$ cat config.mk
export PLATFORM = sky130hd
export DESIGN_NAME = mem_xy_reader_flat
export DESIGN_NICKNAME = d
export VERILOG_FILES = /design/src/rtl/mem_xy_reader_pkg.sv /design/src/rtl/mem_xy_reader_if.sv /design/src/rtl/mem_xy_reader_pair_fifo.sv /design/src/rtl/mem_xy_reader.sv /design/src/flat_wrapper.sv
export SDC_FILE = /design/constraint.sdc
export NUM_CORES = 1
export LEC_CHECK = 0
export CAP_MARGIN = 20
export CORE_MARGIN = 2
export CORE_UTILIZATION = 47
export DETAILED_ROUTE_END_ITERATION = 8
export GPL_ROUTABILITY_DRIVEN = 0
export PLACE_DENSITY = 0.83
export SYNTH_ARGS = -nofsm -noshare
export SYNTH_HDL_FRONTEND = slang
export SYNTH_HIERARCHICAL = 1
export SYNTH_SLANG_ARGS = --single-unit
$ cat constraint.sdc
create_clock -name clk -period 3.25 [get_ports clk]
set_input_delay 0.65 -clock clk [delete_from_list [all_inputs] [get_ports clk]]
set_output_delay 0.65 -clock clk [all_outputs]
set_load 0.02 [all_outputs]
$ cat src/rtl/mem_xy_reader_pkg.sv
// rtl/mem_xy_reader_pkg.sv - shared state enum, defaults and pair types for mem_xy_reader
// MEM_XY_READER_IDX_EN adds the (i, j) indices to the pair tag.
package mem_xy_reader_pkg;

  localparam int DATA_W_DEF = 8;
  localparam int ADDR_W_DEF = 5;
  localparam int IDX_W      = 5;

  typedef enum logic [1:0] {
    IDLE  = 2'd0,
    RUN   = 2'd1,
    DRAIN = 2'd2,
    DONE  = 2'd3
  } state_t;

  // Everything stored next to the data words in the pair FIFO.
  typedef struct packed {
    logic             last;
`ifdef MEM_XY_READER_IDX_EN
    logic [IDX_W-1:0] i;
    logic [IDX_W-1:0] j;
`endif
  } pair_tag_t;

  typedef struct packed {
    logic [DATA_W_DEF-1:0] x;
    logic [DATA_W_DEF-1:0] y;
    pair_tag_t             tag;
  } pair_t;

endpackage

$ cat src/rtl/mem_xy_reader_if.sv
// rtl/mem_xy_reader_if.sv - memory read port and pair output stream of mem_xy_reader
// MEM_XY_READER_IDX_EN adds out_i/out_j to the stream.
interface mem_xy_reader_if #(
  parameter int DATA_W = 8,
  parameter int ADDR_W = 5
);

  logic              rdX;
  logic              rdY;
  logic [ADDR_W-1:0] addrX;
  logic [ADDR_W-1:0] addrY;
  logic [DATA_W-1:0] dataX;
  logic [DATA_W-1:0] dataY;

  logic              out_valid;
  logic              out_ready;
  logic [DATA_W-1:0] out_x;
  logic [DATA_W-1:0] out_y;
  logic              out_last;
`ifdef MEM_XY_READER_IDX_EN
  logic [4:0]        out_i;
  logic [4:0]        out_j;
`endif

  modport master (
    output rdX, rdY, addrX, addrY,
    input  dataX, dataY,
    output out_valid, out_x, out_y, out_last,
`ifdef MEM_XY_READER_IDX_EN
    output out_i, out_j,
`endif
    input  out_ready
  );

  modport slave (
    input  rdX, rdY, addrX, addrY,
    output dataX, dataY,
    input  out_valid, out_x, out_y, out_last,
`ifdef MEM_XY_READER_IDX_EN
    input  out_i, out_j,
`endif
    output out_ready
  );

endinterface

$ cat src/rtl/mem_xy_reader_pair_fifo.sv
// rtl/mem_xy_reader_pair_fifo.sv - 2-entry FIFO of pair structs with a registered head (xy_pair_fifo)
module xy_pair_fifo
  import mem_xy_reader_pkg::*;
#(
  parameter type T = pair_t
) (
  input  logic       clk,
  input  logic       rst,
  input  logic       i_push,
  input  T           i_data,
  input  logic       i_pop,
  output T           o_head,
  output logic       o_valid,
  output logic [1:0] o_count
);

  T           r_mem0;
  T           r_mem1;
  logic [1:0] r_count;
  logic       w_push;
  logic       w_pop;

  assign w_pop  = i_pop && (r_count != 2'd0);
  assign w_push = i_push && ((r_count != 2'd2) || w_pop);

  // Entry 0 is always the head, so the head leaves straight from a flop.
  always_ff @(posedge clk or posedge rst) begin
    if (rst) begin
      r_mem0  <= '0;
      r_mem1  <= '0;
      r_count <= 2'd0;
    end else begin
      case ({w_push, w_pop})
        2'b10: begin
          if (r_count == 2'd0) r_mem0 <= i_data;
          else                 r_mem1 <= i_data;
          r_count <= r_count + 2'd1;
        end
        2'b01: begin
          r_mem0  <= r_mem1;
          r_count <= r_count - 2'd1;
        end
        2'b11: begin
          if (r_count == 2'd1) begin
            r_mem0 <= i_data;
          end else begin
            r_mem0 <= r_mem1;
            r_mem1 <= i_data;
          end
        end
        default: ;
      endcase
    end
  end

  assign o_head  = r_mem0;
  assign o_valid = (r_count != 2'd0);
  assign o_count = r_count;

endmodule

$ cat src/rtl/mem_xy_reader.sv
// rtl/mem_xy_reader.sv - sweeps all (X[i], Y[j]) pairs from the operand memories onto a pair stream
// MEM_XY_READER_IDX_EN carries out_i/out_j alongside each pair.
module mem_xy_reader
  import mem_xy_reader_pkg::*;
#(
  parameter int DATA_W = DATA_W_DEF,
  parameter int ADDR_W = ADDR_W_DEF
) (
  input  logic           clk,
  input  logic           rst,
  input  logic           start,
  input  logic [4:0]     sizeX_,
  input  logic [4:0]     sizeY_,
  output logic           busy,
  output logic           done,
  mem_xy_reader_if.master bus
);

  typedef struct packed {
    logic [DATA_W-1:0] x;
    logic [DATA_W-1:0] y;
    pair_tag_t         tag;
  } pair_w_t;

  state_t           r_state;
  state_t           w_state_nxt;
  logic [IDX_W-1:0] r_size_x;
  logic [IDX_W-1:0] r_size_y;
  logic [IDX_W-1:0] r_i;
  logic [IDX_W-1:0] r_j;
  logic             r_inflight;
  pair_tag_t        r_infl_tag;

  logic             w_issue;
  logic             w_final;
  logic             w_row_end;
  logic             w_pop;
  logic             w_head_valid;
  logic [1:0]       w_count;
  pair_tag_t        w_issue_tag;
  pair_w_t          w_push_data;
  pair_w_t          w_head;

  assign w_pop     = w_head_valid && bus.out_ready;
  assign w_row_end = (r_i == r_size_x - 5'd1);
  assign w_final   = w_row_end && (r_j == r_size_y - 5'd1);

  // Counting the slot freed by this cycle's pop keeps the stream bubble-free
  // while still never holding more than two pairs in FIFO plus flight.
  assign w_issue = (r_state == RUN) &&
                   (({1'b0, w_count} + {2'b0, r_inflight} - {2'b0, w_pop}) < 3'd2);

  always_comb begin
    w_issue_tag      = '0;
    w_issue_tag.last = w_final;
`ifdef MEM_XY_READER_IDX_EN
    w_issue_tag.i    = r_i;
    w_issue_tag.j    = r_j;
`endif
  end

  always_comb begin
    w_state_nxt = r_state;
    busy        = 1'b0;
    done        = 1'b0;
    case (r_state)
      IDLE: begin
        if (start) w_state_nxt = ((sizeX_ == 5'd0) || (sizeY_ == 5'd0)) ? DONE : RUN;
      end
      RUN: begin
        busy = 1'b1;
        if (w_issue && w_final) w_state_nxt = DRAIN;
      end
      DRAIN: begin
        busy = 1'b1;
        if (w_pop && w_head.tag.last) w_state_nxt = DONE;
      end
      DONE: begin
        done        = 1'b1;
        w_state_nxt = IDLE;
      end
      default: w_state_nxt = IDLE;
    endcase
  end

  always_ff @(posedge clk or posedge rst) begin
    if (rst) begin
      r_state    <= IDLE;
      r_size_x   <= '0;
      r_size_y   <= '0;
      r_i        <= '0;
      r_j        <= '0;
      r_inflight <= 1'b0;
      r_infl_tag <= '0;
    end else begin
      r_state    <= w_state_nxt;
      r_inflight <= w_issue;
      if (r_state == IDLE && start) begin
        r_size_x <= sizeX_;
        r_size_y <= sizeY_;
        r_i      <= '0;
        r_j      <= '0;
      end else if (w_issue) begin
        r_infl_tag <= w_issue_tag;
        if (w_row_end) begin
          r_i <= '0;
          r_j <= w_final ? '0 : r_j + 5'd1;
        end else begin
          r_i <= r_i + 5'd1;
        end
      end
    end
  end

  assign w_push_data.x   = bus.dataX;
  assign w_push_data.y   = bus.dataY;
  assign w_push_data.tag = r_infl_tag;

  xy_pair_fifo #(
    .T (pair_w_t)
  ) u_fifo (
    .clk     (clk),
    .rst     (rst),
    .i_push  (r_inflight),
    .i_data  (w_push_data),
    .i_pop   (w_pop),
    .o_head  (w_head),
    .o_valid (w_head_valid),
    .o_count (w_count)
  );

  assign bus.rdX       = w_issue;
  assign bus.rdY       = w_issue;
  assign bus.addrX     = ADDR_W'(r_i);
  assign bus.addrY     = ADDR_W'(r_j);
  assign bus.out_valid = w_head_valid;
  assign bus.out_x     = w_head.x;
  assign bus.out_y     = w_head.y;
  assign bus.out_last  = w_head_valid && w_head.tag.last;
`ifdef MEM_XY_READER_IDX_EN
  assign bus.out_i     = w_head.tag.i;
  assign bus.out_j     = w_head.tag.j;
`endif

endmodule

$ cat src/flat_wrapper.sv
// flat-port wrapper written by rule: the top's interface ports become plain ports
module mem_xy_reader_flat import mem_xy_reader_pkg::*;
#(
  parameter int DATA_W = DATA_W_DEF,
  parameter int ADDR_W = ADDR_W_DEF
)
  (clk, rst, start, sizeX_, sizeY_, busy, done, bus_rdX, bus_rdY, bus_addrX, bus_addrY, bus_dataX, bus_dataY, bus_out_valid, bus_out_x, bus_out_y, bus_out_last, bus_out_ready);
  mem_xy_reader_if #(.DATA_W(DATA_W), .ADDR_W(ADDR_W)) bus_i ();
  input  logic clk;
  input  logic rst;
  input  logic start;
  input  logic [4:0] sizeX_;
  input  logic [4:0] sizeY_;
  output logic busy;
  output logic done;
  output wire logic [$bits(bus_i.rdX)-1:0] bus_rdX;
  output wire logic [$bits(bus_i.rdY)-1:0] bus_rdY;
  output wire logic [$bits(bus_i.addrX)-1:0] bus_addrX;
  output wire logic [$bits(bus_i.addrY)-1:0] bus_addrY;
  input wire logic [$bits(bus_i.dataX)-1:0] bus_dataX;
  input wire logic [$bits(bus_i.dataY)-1:0] bus_dataY;
  output wire logic [$bits(bus_i.out_valid)-1:0] bus_out_valid;
  output wire logic [$bits(bus_i.out_x)-1:0] bus_out_x;
  output wire logic [$bits(bus_i.out_y)-1:0] bus_out_y;
  output wire logic [$bits(bus_i.out_last)-1:0] bus_out_last;
  input wire logic [$bits(bus_i.out_ready)-1:0] bus_out_ready;
  assign bus_rdX = bus_i.rdX;
  assign bus_rdY = bus_i.rdY;
  assign bus_addrX = bus_i.addrX;
  assign bus_addrY = bus_i.addrY;
  assign bus_i.dataX = bus_dataX;
  assign bus_i.dataY = bus_dataY;
  assign bus_out_valid = bus_i.out_valid;
  assign bus_out_x = bus_i.out_x;
  assign bus_out_y = bus_i.out_y;
  assign bus_out_last = bus_i.out_last;
  assign bus_i.out_ready = bus_out_ready;
  mem_xy_reader #(.DATA_W(DATA_W), .ADDR_W(ADDR_W)) u_core (.clk(clk), .rst(rst), .start(start), .sizeX_(sizeX_), .sizeY_(sizeY_), .busy(busy), .done(done), .bus(bus_i));
endmodule
==> impl_metrics.toml <==
[die]
num_rows = 30
dieHeight_um = 88.40
pin_count = 62
die_area_um2 = 7815
core-area_um2 = 6832
start_util = 0.4901
fp.dieW_um = 88.40

[synthesis]
synthTopCellsByCount = "dfrtp_1 (60), nand2_1 (36), nand3_1 (27)"
synthCells = 336
synth_ff_type = "dfrtp_1"
yosysMostFrequentCell = "dfrtp_1"
synth_area_per_cell_um2 = 9.965
synthArstFlopShare = 1.000
synth_area_leaders = "dfrtp_1 (45%), ha_1 (4.9%), nand2_1 (4.0%), nand3_1 (4.0%), o21ai_0 (3.9%)"
netlist_area_um2 = 3348
yosysUniqueCellTypes = 46
yosys_register_bits = 60
yosys.area.top_type = "dfrtp_1"
syn-num-nets = 380
netlist.area_leader.share = 0.4484
ys_warn_count = 6
synth_edf_count = 0
seq_area_frac_synth = 0.4484

[sta]
min_period_ns = 3.190
worst_pin_slew_ns = 0.8592
fin_setup_tns_ns = 0
slew_headroom = 0.4272
fin_ws_ns = 0.06034
finalSetupViolCount = 0
fin_worst_skew_ns = 0.008995
maxSlewViolCount = 0
finalHoldViolations = 0
fin_crit_sh = 0.9814
fmax_mhz = 313.5

[drt]
vias = 2811
dr.pass1.iters = 4
viasPerCell = 5.622
drc = 0
wl_per_cell_um = 15.88
drt-total-wl_um = 7939
antenna_left = 0
drtIter0Drc = 203

[final_layout]
drive_gt1_frac = 0.1535
stdcell_area_um2 = 4307
syn_to_final_growth_pct = 28.62
layout.nets = 443
ff_latch_area_um2 = 1501
antenna_cells = 0
multiInputGateArea_um2 = 1683
fillers = 561

[worst_setup_path]
cp_slowest_stage_delay_ns = 0.40
crit_path_start_kind = "register"
crit_arrival_ns = 2.54
critPathMaxFanout = 3
cp_slowest_cell = "dfrtp_1"
endpoint_kind = "primary output"
cp_common_cell = "inv_2"
crit_required_ns = 2.60
crit_chain = "inv_2 -> ha_4 -> inv_2 -> and2_4 -> ha_1 -> nand2b_4 -> fa_2 -> xnor2_2 -> nand3_2 -> inv_2 -> buf_6"
path_class = "reg -> out"

[clocking]
hold_buffers = 0
clk_latency_ns = 0.34
cts_buffers = 9
htreeDepth = 3
cts_sinks = 60
clk_pin_slew_worst_paths_ns = 0.06
cts_tree = "yes"
root_buffer = "clkbuf_8"
cts_buffer_depth = 2

[power]
switching_share = 0.4003
switchingPower_uw = 1751
pwr-share-comb = 0.526
p_leak_uw = 0.001778
pwr-share-seq = 0.304
p_int_uw = 2623
powerDensity_nw_per_um2 = 1016
ir_worst_vdd_mv = 0.5548
power_frac_clock = 0.170

[placed_design]
port_buffers = 61
dp_hpwl_um = 5322
place_area_um2 = 4005
dp_slack_ns = -0.5245

[worst_hold_path]
hp-class = "reg -> reg"

[grt]
grt_usage = 0.2137
grt_pass1_vias = 2826
antenna_found_initial = 0
grt_overflow = 0
grt_max_degree = 37
grt_pass1_wl_um = 13010

[flow_run]
drv_cap = 0

[run_status]
status = "finished, final reports clean"
[through the flow]
| stage | utilization | instances | total power (uW) | hold WS [ns] |
|---|---|---|---|---|
| after floorplan | - | 336 | 2851 | 0.4638 |
| after global placement | 0.5863 | 479 | 3382 | 0.4728 |
| after detailed placement | 0.5863 | 479 | 3500 | 0.4813 |
| after CTS | 0.6209 | 498 | 4287 | 0.4987 |
| after global routing | 0.6304 | 500 | 4679 | 0.5185 |
| final | 0.6304 | 500 | 4374 | 0.4946 |
[layer usage]
| metal | up-vias | routed length, um | global-route usage |
|---|---|---|---|
| met4 | 0 | 80 | 0.09642 |
| met5 | - | 0 | 0 |
| li1 | 1330 | - | - |
| met2 | 116 | 4060 | 0.3677 |
| met3 | 10 | 484 | 0.04198 |
| met1 | 1355 | 3314 | 0.2597 |
[registers in the layout, indices dropped and copies added, names as in the netlist]
name,cells
u_core/u_fifo/o_head,17
u_core/u_fifo/r_mem1,17
u_core/bus.addrX,5
u_core/bus.addrY,5
u_core/r_size_x,5
u_core/r_size_y,5
u_core/r_state,2
u_core/u_fifo/o_count,2
u_core/r_infl_tag,1
u_core/r_inflight,1
[power by group through the flow]
stage	clock network, uW	logic (uW)	registers, uW
5_1_grt	789	2520	1370
3_5_place_dp	0	2170	1330
3_3_place_gp	0	2070	1310
6_report	746	2300	1330
4_1_cts	761	2210	1320
2_1_floorplan	0	1420	1430
[worst max-delay path: cells and delay by family (launching register included)]
family | cells | cell delay (ns)
AND/OR/NAND/NOR | 3 | 0.42
buffers and inverters | 4 | 0.37
XOR/XNOR | 1 | 0.19
adder cells (fa/ha/maj) | 3 | 0.83
flip-flops | 1 | 0.40
[worst paths after layout]
path | startpoint | to | slack (ns) | depth (start not counted)
max in group asynchronous | rst | u_core/bus.addrY[2] | 2.10 | 3
worst min register to register | u_core/u_fifo/r_mem1[11] | u_core/u_fifo/r_mem1[11] | 0.49 | 1
worst max register to register | u_core/u_fifo/o_count[0] | u_core/bus.addrY[0] | 0.13 | 14
min in group asynchronous | rst | u_core/r_size_y[1] | 0.68 | 2
worst min-delay path | u_core/u_fifo/r_mem1[11] | u_core/u_fifo/r_mem1[11] | 0.49 | 1
worst max-delay path | u_core/u_fifo/o_count[0] | bus_rdY | 0.06 | 11
[layout by cell type, fill, tap and decap left out, types with 4 or more instances in the layout]
| master | netlist | layout |
|---|---|---|
| a21oi_1 | 7 | 7 |
| a31oi_1 | 9 | 9 |
| a31oi_2 | 10 | 10 |
| buf_4 | 1 | 13 |
| clkbuf_8 | 0 | 10 |
| clkdlybuf4s50_1 | 0 | 58 |
| dfrtp_1 | 60 | 60 |
| ha_1 | 13 | 12 |
| inv_1 | 16 | 12 |
| inv_2 | 0 | 4 |
| mux2_1 | 11 | 11 |
| mux2_2 | 8 | 8 |
| nand2_1 | 36 | 36 |
| nand3_1 | 27 | 26 |
| nor2_1 | 4 | 4 |
| nor3_1 | 21 | 21 |
| o21ai_0 | 26 | 26 |
| or3_1 | 4 | 4 |
| or4_1 | 4 | 4 |
| xnor2_1 | 11 | 10 |
| xor2_1 | 5 | 5 |
[kinds of logic after synthesis]
family	synth area share
and+or+nand+nor	0.1726
adders and majority gates	0.05456
DFF	0.4484
xor gates and xnor gates	0.04185
AOI/OAI and AO/OA	0.1525
buffers and inverters	0.06016
muxes	0.06988
[layout make-up]
cell class / count / area share
Clock buffer: 12 / 0.03370
Clock inverter: 4 / 0.01685
Timing Repair Buffer: 75 / 0.1682
Sequential cell: 60 / 0.3486
Inverter: 16 / 0.01395
Multi-Input combinational cell: 237 / 0.3908
Tap cell: 96 / 0.02789
[repair_timing]
action | in CTS | in global routing
setup endpoints to repair | 2 | 6
gates resized for setup | 12 | 12
pin swaps | 2 | 3
setup buffers | 3 | 1
Power figures use the tool's default switching activity.
